==> src/rtl/cu_pkg.sv <==
// Shared types and constants for the control-unit instruction sequencer.
package cu_pkg;

  typedef enum logic [2:0] {
    CC_NORMAL = 3'd0,
    CC_BRANCH = 3'd1,
    CC_JAL    = 3'd2,
    CC_JALR   = 3'd3,
    CC_ECALL  = 3'd4,
    CC_EBREAK = 3'd5,
    CC_INV6   = 3'd6,
    CC_INV7   = 3'd7
  } ctrl_class_e;

  typedef enum logic [2:0] {
    HC_NONE     = 3'd0,
    HC_ECALL    = 3'd1,
    HC_EBREAK   = 3'd2,
    HC_INVALID  = 3'd3,
    HC_ALU_ERR  = 3'd4,
    HC_PC_RANGE = 3'd5,
    HC_TIMEOUT  = 3'd6,
    HC_MISALIGN = 3'd7
  } halt_cause_e;

  typedef enum logic [2:0] {
    S_IDLE   = 3'd0,
    S_FETCH  = 3'd1,
    S_DECODE = 3'd2,
    S_EXEC   = 3'd3,
    S_COMMIT = 3'd4,
    S_HALT   = 3'd5
  } cu_state_e;

  localparam int PC_STEP_DEFAULT = 4;

endpackage

==> src/rtl/cu_next_pc.sv <==
// Combinational next-PC selection with alignment and IMEM range checks.
module cu_next_pc
  import cu_pkg::*;
#(
  parameter int XLEN       = 32,
  parameter int IMEM_DEPTH = 128,
  parameter int PC_STEP    = PC_STEP_DEFAULT
) (
  input  logic [XLEN-1:0] pc,
  input  ctrl_class_e     cls,
  input  logic            taken,
  input  logic [XLEN-1:0] offset,
  input  logic [XLEN-1:0] alu_result,
  output logic [XLEN-1:0] next_pc,
  output logic [XLEN-1:0] link,
  output logic            misaligned,
  output logic            out_of_range
);

  localparam logic [XLEN-1:0] STEP  = XLEN'(PC_STEP);
  localparam logic [XLEN-1:0] LIMIT = XLEN'(IMEM_DEPTH * 4);

  always_comb begin
    link    = pc + STEP;
    next_pc = link;
    case (cls)
      CC_BRANCH: next_pc = taken ? pc + offset : link;
      CC_JAL:    next_pc = pc + offset;
      CC_JALR:   next_pc = {alu_result[XLEN-1:1], 1'b0};
      default:   next_pc = link;
    endcase
    misaligned   = |next_pc[1:0];
    out_of_range = next_pc >= LIMIT;
  end

endmodule

==> src/rtl/cu_sequencer.sv <==
// Handshaked fetch/decode/execute/commit sequencer owning PC, IR, branch
// history, retired count, watchdog and sticky halt cause.
module cu_sequencer
  import cu_pkg::*;
#(
  parameter int XLEN           = 32,
  parameter int IMEM_DEPTH     = 128,
  parameter int PC_STEP        = PC_STEP_DEFAULT,
  parameter int RESET_PC       = 0,
  parameter int TIMEOUT_CYCLES = 64,
  parameter int CNT_W          = 32
) (
  input  logic             soc_clk,
  input  logic             reset,
  input  logic             run_en,
  output logic             fetch_req,
  output logic [XLEN-1:0]  fetch_addr,
  input  logic             fetch_ready,
  input  logic [31:0]      fetch_instr,
  output logic [31:0]      ir,
  output logic             decode_start,
  input  logic             idu_ready,
  input  logic             idu_stall,
  input  logic [2:0]       ctrl_class,
  input  logic             invalid_instruction,
  input  logic [XLEN-1:0]  pc_offset,
  output logic             alu_start,
  input  logic             alu_done,
  input  logic [XLEN-1:0]  alu_result,
  input  logic             alu_branch_taken,
  input  logic             alu_err,
  output logic             wb_en,
  output logic [XLEN-1:0]  wb_link,
  output logic [XLEN-1:0]  pc,
  output logic             pred_taken,
  output logic [CNT_W-1:0] retired_count,
  output logic             halted,
  output logic [2:0]       halt_cause,
  output logic [2:0]       state
);

  localparam logic [XLEN-1:0] RST_PC   = XLEN'(RESET_PC);
  localparam logic [31:0]     WD_LIMIT = 32'(TIMEOUT_CYCLES - 1);
  localparam logic            WD_ON    = (TIMEOUT_CYCLES != 0);

  cu_state_e        state_q, state_d;
  halt_cause_e      cause_q, cause_d;
  ctrl_class_e      cls_q, cls_d;
  logic [XLEN-1:0]  pc_q, pc_d, off_q, off_d, res_q, res_d;
  logic [31:0]      ir_q, ir_d, wd_q, wd_d;
  logic [CNT_W-1:0] cnt_q, cnt_d;
  logic             tkn_q, tkn_d, pred_q, pred_d, first_q, first_d;
  logic [XLEN-1:0]  next_pc, link;
  logic             misaligned, out_of_range, wd_hit, waiting;

  cu_next_pc #(.XLEN(XLEN), .IMEM_DEPTH(IMEM_DEPTH), .PC_STEP(PC_STEP)) u_next_pc (
    .pc(pc_q), .cls(cls_q), .taken(tkn_q), .offset(off_q), .alu_result(res_q),
    .next_pc(next_pc), .link(link), .misaligned(misaligned), .out_of_range(out_of_range)
  );

  always_comb begin
    state_d = state_q; cause_d = cause_q; cls_d = cls_q;
    pc_d = pc_q; off_d = off_q; res_d = res_q; ir_d = ir_q;
    cnt_d = cnt_q; tkn_d = tkn_q; pred_d = pred_q;
    fetch_req = 1'b0; decode_start = 1'b0; alu_start = 1'b0;
    wb_en = 1'b0; wb_link = '0;
    wd_hit = WD_ON && (wd_q == WD_LIMIT);
    waiting = 1'b0;
    case (state_q)
      S_IDLE: if (run_en) state_d = S_FETCH;
      S_FETCH: begin
        fetch_req = 1'b1;
        waiting   = 1'b1;
        if (fetch_ready) begin
          ir_d = fetch_instr; state_d = S_DECODE;
        end else if (wd_hit) begin
          state_d = S_HALT; cause_d = HC_TIMEOUT;
        end
      end
      S_DECODE: begin
        decode_start = first_q;
        waiting      = 1'b1;
        if (idu_ready && !idu_stall) begin
          // Latch decoder outputs so COMMIT does not depend on them staying put.
          cls_d = ctrl_class_e'(ctrl_class);
          off_d = pc_offset;
          if (invalid_instruction || ctrl_class >= 3'd6) begin
            state_d = S_HALT; cause_d = HC_INVALID;
          end else if (ctrl_class == CC_ECALL) begin
            state_d = S_HALT; cause_d = HC_ECALL;
          end else if (ctrl_class == CC_EBREAK) begin
            state_d = S_HALT; cause_d = HC_EBREAK;
          end else begin
            state_d = S_EXEC;
          end
        end else if (wd_hit) begin
          state_d = S_HALT; cause_d = HC_TIMEOUT;
        end
      end
      S_EXEC: begin
        alu_start = first_q;
        waiting   = 1'b1;
        if (alu_done) begin
          if (alu_err) begin
            state_d = S_HALT; cause_d = HC_ALU_ERR;
          end else begin
            res_d = alu_result; tkn_d = alu_branch_taken; state_d = S_COMMIT;
          end
        end else if (wd_hit) begin
          state_d = S_HALT; cause_d = HC_TIMEOUT;
        end
      end
      S_COMMIT: begin
        wb_en   = 1'b1;
        wb_link = link;
        cnt_d   = (&cnt_q) ? cnt_q : cnt_q + CNT_W'(1);
        if (cls_q == CC_BRANCH) pred_d = tkn_q;
        if (misaligned) begin
          state_d = S_HALT; cause_d = HC_MISALIGN;
        end else if (out_of_range) begin
          state_d = S_HALT; cause_d = HC_PC_RANGE;
        end else begin
          pc_d    = next_pc;
          state_d = run_en ? S_FETCH : S_IDLE;
        end
      end
      S_HALT:  state_d = S_HALT;
      default: state_d = S_HALT;
    endcase
    first_d = (state_d != state_q);
    if (first_d)                wd_d = '0;
    else if (waiting && WD_ON)  wd_d = wd_q + 32'd1;
    else                        wd_d = wd_q;
  end

  always_ff @(posedge soc_clk or posedge reset) begin
    if (reset) begin
      state_q <= S_IDLE;  cause_q <= HC_NONE;  cls_q <= CC_NORMAL;
      pc_q    <= RST_PC;  off_q   <= '0;       res_q <= '0;
      ir_q    <= '0;      wd_q    <= '0;       cnt_q <= '0;
      tkn_q   <= 1'b0;    pred_q  <= 1'b0;     first_q <= 1'b1;
    end else begin
      state_q <= state_d; cause_q <= cause_d;  cls_q <= cls_d;
      pc_q    <= pc_d;    off_q   <= off_d;    res_q <= res_d;
      ir_q    <= ir_d;    wd_q    <= wd_d;     cnt_q <= cnt_d;
      tkn_q   <= tkn_d;   pred_q  <= pred_d;   first_q <= first_d;
    end
  end

  assign fetch_addr    = pc_q;
  assign pc            = pc_q;
  assign ir            = ir_q;
  assign pred_taken    = pred_q;
  assign retired_count = cnt_q;
  assign halted        = (state_q == S_HALT);
  assign halt_cause    = cause_q;
  assign state         = state_q;

endmodule

==> config.mk <==
export PLATFORM = sky130hd
export DESIGN_NAME = cu_sequencer
export DESIGN_NICKNAME = d
export VERILOG_FILES = /design/src/rtl/cu_pkg.sv /design/src/rtl/cu_next_pc.sv /design/src/rtl/cu_sequencer.sv
export SDC_FILE = /design/constraint.sdc
export NUM_CORES = 1
export LEC_CHECK = 0
export CAP_MARGIN = 5
export CORE_ASPECT_RATIO = 1.75
export CORE_MARGIN = 5
export CORE_UTILIZATION = 35
export CTS_BUF_LIST = sky130_fd_sc_hd__clkbuf_4 sky130_fd_sc_hd__clkbuf_8 sky130_fd_sc_hd__clkbuf_16
export DETAILED_ROUTE_END_ITERATION = 10
export MAX_ROUTING_LAYER = met4
export PLACE_DENSITY = 0.71
export SLEW_MARGIN = 20
export SYNTH_ARGS = -nofsm -noshare
export SYNTH_HDL_FRONTEND = slang
export SYNTH_SLANG_ARGS = --single-unit
==> constraint.sdc <==
create_clock -name soc_clk -period 6.5 [get_ports soc_clk]
set_input_delay 0.975 -clock soc_clk [delete_from_list [all_inputs] [get_ports soc_clk]]
set_output_delay 0.975 -clock soc_clk [all_outputs]
set_load 0.02 [all_outputs]
==> results_dict.tcl, run 1 <==
set metrics [dict create \
    finalCritPeriodShare 0.753 \
    nets 1579 \
    power_density_nw_per_um2 179 \
    die_area_um2 37700 \
    synth-edff-count 0 \
    power_mw 2.79 \
    pin_count 281 \
    yosysWarnings 0 \
    root_buffer "clkbuf_16" \
    clock_skew_ns 0.0222 \
    multi_input_area_um2 6230 \
    gp_congestion 0.921 \
    htreeDepth 1 \
    seq_area_frac_synth 0.429 \
    max_cap_violations 0 \
    reg2reg_from "fetch_addr[0]$_DFFE_PP0P_" \
    path_cells "ha_1 > fa_1 > a2bb2oi_1 > or3_1 > a22oi_2 > nand3_1 > or4_1 > or4_1 > nor4_2 > o22a_2 > nand3_4 > nand2_1 > mux2_2" \
    grt_pass1_vias 10800 \
    r2r-end "halt_cause[0]$_DFFE_PP0P_" \
    dr.pass1.iters 5 \
    tightest_slew_ns 1.06 \
    p_leak_nw 6.61 \
    drt_iter0_drc 514 \
    ctsResizeCount 0 \
    ys.flop_type "dfrtp_1" \
    rr_worst_depth 13 \
    crit_path_max_fanout 36 \
    antenna_found_initial 2 \
    ff_latch_area_um2 5080 \
    layout-drive-gt1-share 0.115 \
    clk_path_buf_depth 3 \
    post-route-min-period_ns 4.89 \
    ys_seq_elements 203 \
    fin_area_um2 15600 \
    rrSetupSlack_ns 1.61 \
    coreArea_um2 33600 \
    most-common-layout-cells "clkdlybuf4s50_1 (279), dfrtp_1 (202), nor2_1 (133)" \
    setup_tns_ns 0 \
    wl_per_cell_um 19.7 \
    yosysUniqueCellTypes 75 \
    grt_max_degree 172 \
    finalHoldViolCount 0 \
    fmax_mhz 204 \
    ir_drop_v 0.000224 \
    min_to "retired_count[7]$_DFFE_PP0P_" \
    final_common_cell "clkdlybuf4s50_1" \
    critical-path-max-stage-delay_ns 0.59 \
    relSlewSlack 0.293 \
    holdBufCountCts 0 \
    path_clk_slew_ns 0.06 \
    mappedNetlistNets 1354 \
    io_buffers 279 \
    start_util 0.352 \
    numCtsBuffers 22 \
    placementRows 89 \
    slew_viol_final 0 \
    ys_async_sr_fraction 1.00 \
    postCtsSetupBuffers 0 \
    status "finished clean" \
    cp.arrival_ns 5.31 \
    syn-cell-area_um2 11800 \
    detailed_place.area_um2 14800 \
    synth_cells 1210 \
    grt_util_all_layers 0.202 \
    whs_path_depth 1 \
    die_h_um 253 \
    hp-class "register to register" \
    avgViaCountPerCell 5.28 \
    crit_type "register to register" \
    area_growth_syn_to_layout_pct 31.7 \
    setup_viol 0 \
    grt_pass1_wl_um 58900 \
    cp.required_ns 6.91 \
    finalWirelength_um 37500 \
    fillerInstances 3248 \
    min_from "retired_count[7]$_DFFE_PP0P_" \
    die_w_um 149 \
    drc 0 \
    clk_latency_ns 0.54 \
    post-dp-hpwl_um 28600 \
    critPathSlowestCell "or4_1" \
    num_vias 10100 \
    syn_avg_cell_area_um2 9.78 \
    place_inst 1865 \
    clock_sinks 203 \
    rsz0062_at_grt "no" \
    critPathMostFrequentCell "or4_1" \
    crit_path_end_kind "register" \
    grt.overflow.total 0 \
    ant_nets 0 \
    cts_tree "built" \
    crit_family "simple AND/OR/NAND/NOR gates" \
    crit_buf_inv 0 \
    final_cells 1906 \
    final_core_utilization 0.464 \
    worstSetupStartpointType "register" \
]
[Yosys cell counts, drive strengths merged, types with 6 or more instances]
library cell,count,area [µm²]
nor2b,6,37.5
and2,40,250
xnor2,70,613
xor2,44,385
and4,9,78.8
o211ai,7,52.6
dfrtp,202,5050
nor3,28,145
mux2i,6,60.1
a21o,6,45.0
nor2,134,503
nand4,29,196
nand2b,9,56.3
clkbuf,38,143
mux2,106,1200
nor4,19,140
ha,34,425
buf,46,315
o21ai,40,200
and3,17,106
inv,21,78.8
a21oi,58,290
nand3,54,288
nand2,80,300
or3,7,43.8
nor3b,6,45.0
a31oi,16,100
[power by group]
group          internal (mW)  switching, mW  total [mW]
registers               1.28         0.0207        1.30
clock network          0.777          0.541        1.32
logic                 0.0932         0.0784       0.172
total                   2.15          0.640        2.79
[routing by layer]
layer | track usage | wire length, µm
met2 | 0.381 | 20800
met5 | - | 0
met3 | 0.0333 | 1930
met4 | 0.0848 | 1560
met1 | 0.203 | 13200
[cells by family after synthesis]
group,Yosys count,share of synthesized area
AOI/OAI and AO/OA,189,0.103
xor gates and xnor gates,114,0.0843
adders and majority gates,35,0.0376
buffers and inverters,106,0.0457
DFF,203,0.429
muxes,112,0.106
and+or+nand+nor,451,0.194
[worst max path at each step]
| stage | start | endpoint | slack, ns | cells past startpoint |
|---|---|---|---|---|
| after global routing | fetch_addr[0]$_DFFE_PP0P_ | halt_cause[0]$_DFFE_PP0P_ | 1.37 | 13 |
| final | fetch_addr[0]$_DFFE_PP0P_ | halt_cause[0]$_DFFE_PP0P_ | 1.61 | 13 |
| after CTS | fetch_addr[0]$_DFFE_PP0P_ | halt_cause[0]$_DFFE_PP0P_ | 1.46 | 13 |
| after global placement | fetch_addr[0]$_DFFE_PP0P_ | halt_cause[0]$_DFFE_PP0P_ | 1.57 | 13 |
| after detailed placement | fetch_addr[0]$_DFFE_PP0P_ | halt_cause[0]$_DFFE_PP0P_ | 1.49 | 13 |
| after floorplan | fetch_addr[0]$_DFFE_PP0P_ | fetch_addr[3]$_DFFE_PP0P_ | 2.68 | 13 |
[sequential cells by signal, summed over array words and instances, names as in the netlist]
signal and count:
ir 32, retired_count 32, halt_cause 3, off_q 32
state 3, pred_taken 1, cls_q 3, wd_q 32
res_q 31, tkn_q 1, first_q 1, fetch_addr 32
[layout make-up]
type	instances	share of cell area
Clock buffer	30	0.0415
Antenna cell	2	0.000321
Multi-Input combinational cell	901	0.400
Sequential cell	203	0.326
Clock inverter	8	0.00634
Inverter	22	0.00554
Tap cell	455	0.0365
Timing Repair Buffer	285	0.184
[per-stage QoR]
stage,hold WS [ns],setup WS [ns]
after detailed placement,0.479,1.49
final,0.491,1.61
after floorplan,0.480,2.68
after global routing,0.522,1.37
after global placement,0.477,1.57
after CTS,0.495,1.46
Power figures use the tool's default switching activity.
==> run 2: changes to the inputs <==
==> constraint.sdc (replaced) <==
create_clock -name soc_clk -period 4.5 [get_ports soc_clk]
set_input_delay 0.675 -clock soc_clk [delete_from_list [all_inputs] [get_ports soc_clk]]
set_output_delay 0.675 -clock soc_clk [all_outputs]
set_load 0.02 [all_outputs]
==> results_dict.tcl, run 2 (same netlist as run 1, synthesis figures left out) <==
set metrics [dict create \
    status "finished clean" \
    clk_latency_ns 0.51 \
    die_h_um 253 \
    p_leak_nw 6.71 \
    reg2reg_from "off_q[0]$_DFFE_PP0P_" \
    dr.pass1.iters 5 \
    slew_viol_final 0 \
    finalHoldViolCount 0 \
    clock_skew_ns 0.0107 \
    clk_path_buf_depth 3 \
    ctsResizeCount 0 \
    coreArea_um2 33600 \
    multi_input_area_um2 6230 \
    finalCritPeriodShare 0.927 \
    num_vias 10200 \
    crit_path_end_kind "register" \
    finalWirelength_um 38100 \
    clock_sinks 203 \
    wl_per_cell_um 19.8 \
    grt.overflow.total 0 \
    setup_tns_ns 0 \
    grt_max_degree 107 \
    power_density_nw_per_um2 253 \
    htreeDepth 1 \
    grt_pass1_vias 10800 \
    cts_tree "built" \
    final_common_cell "clkdlybuf4s50_1" \
    start_util 0.352 \
    most-common-layout-cells "clkdlybuf4s50_1 (279), dfrtp_1 (202), nor2_1 (133)" \
    post-route-min-period_ns 4.17 \
    drt_iter0_drc 525 \
    nets 1601 \
    ant_nets 0 \
    pin_count 281 \
    antenna_found_initial 1 \
    hp-class "register to register" \
    die_w_um 149 \
    min_from "retired_count[7]$_DFFE_PP0P_" \
    crit_type "register to register" \
    max_cap_violations 0 \
    worstSetupStartpointType "register" \
    ir_drop_v 0.000283 \
    post-dp-hpwl_um 29300 \
    fmax_mhz 240 \
    postCtsSetupBuffers 0 \
    setup_viol 0 \
    relSlewSlack 0.469 \
    avgViaCountPerCell 5.28 \
    timing.hold.ws_ns 0.492 \
    path_clk_slew_ns 0.06 \
    drc 0 \
    cp.arrival_ns 4.57 \
    root_buffer "clkbuf_16" \
    die_area_um2 37700 \
    placementRows 89 \
    power_mw 3.98 \
    gp_congestion 0.938 \
    layout-drive-gt1-share 0.128 \
    grt_pass1_wl_um 59600 \
    crit_path_max_fanout 11 \
    rsz0062_at_grt "no" \
    area_growth_syn_to_layout_pct 32.8 \
    preCtsSetupSlack_ns 0.252 \
    holdBufCountCts 0 \
    grt_util_all_layers 0.204 \
    tightest_slew_ns 0.788 \
    cp.required_ns 4.90 \
    numCtsBuffers 23 \
    worst_slack_ns 0.328 \
    io_buffers 279 \
    ff_latch_area_um2 5080 \
    fillerInstances 3246 \
    critPathLaunch "off_q[0]$_DFFE_PP0P_" \
]
[run 2: where the power goes]
group	leakage, nW	internal (mW)	switching, mW
logic	3.62	0.135	0.113
registers	2.73	1.85	0.0294
clock network	0.360	1.09	0.758
total	6.71	3.08	0.900
[run 2: worst paths after layout]
check                                               endpoint  slack, ns  cells after the start
worst max-delay path               fetch_addr[3]$_DFFE_PP0P_       0.33                     13
worst min-delay path            retired_count[7]$_DFFE_PP0P_       0.49                      1
worst max register to register     fetch_addr[3]$_DFFE_PP0P_       0.33                     13
worst min register to register  retired_count[7]$_DFFE_PP0P_       0.49                      1
max in group asynchronous              off_q[10]$_DFFE_PP0P_       3.32                      3
min in group asynchronous              off_q[27]$_DFFE_PP0P_       0.68                      3
[run 2: stage by stage]
stage               cells  cell area, µm²   util
floorplan            1210           11800      -
global placement     1887           15000  0.446
detailed placement   1887           15000  0.446
CTS                  1926           15700  0.467
global route         1927           15700  0.468
finish               1927           15700  0.468
[run 2: cell type report]
cell class / count / area share
multi-input cells: 901 / 0.396
clock inverters: 6 / 0.00398
inverters: 22 / 0.00549
repair buffers: 306 / 0.192
well taps: 455 / 0.0362
flip-flops and latches: 203 / 0.323
diodes: 1 / 0.000159
clock buffers: 33 / 0.0426
[run 2: routing by layer]
layer | vias up | GRT usage | part of all wire
met5 | - | - | 0
met4 | 0 | 0.0678 | 0.032
met3 | 71 | 0.0392 | 0.057
met2 | 328 | 0.389 | 0.56
met1 | 4999 | 0.206 | 0.35
li1 | 4784 | - | -
[run 2: critical path: stages (launching register included)]
cell and delay [ns]:
dfrtp_1 0.40, ha_1 0.22, fa_1 0.48, a2bb2oi_1 0.16, or3_1 0.32, a22oi_2 0.17, nand3_1 0.10, or4_1 0.54
or4_1 0.54, nor4_2 0.24, o22a_2 0.26, nand3_4 0.10, buf_4 0.24, mux2_4 0.31
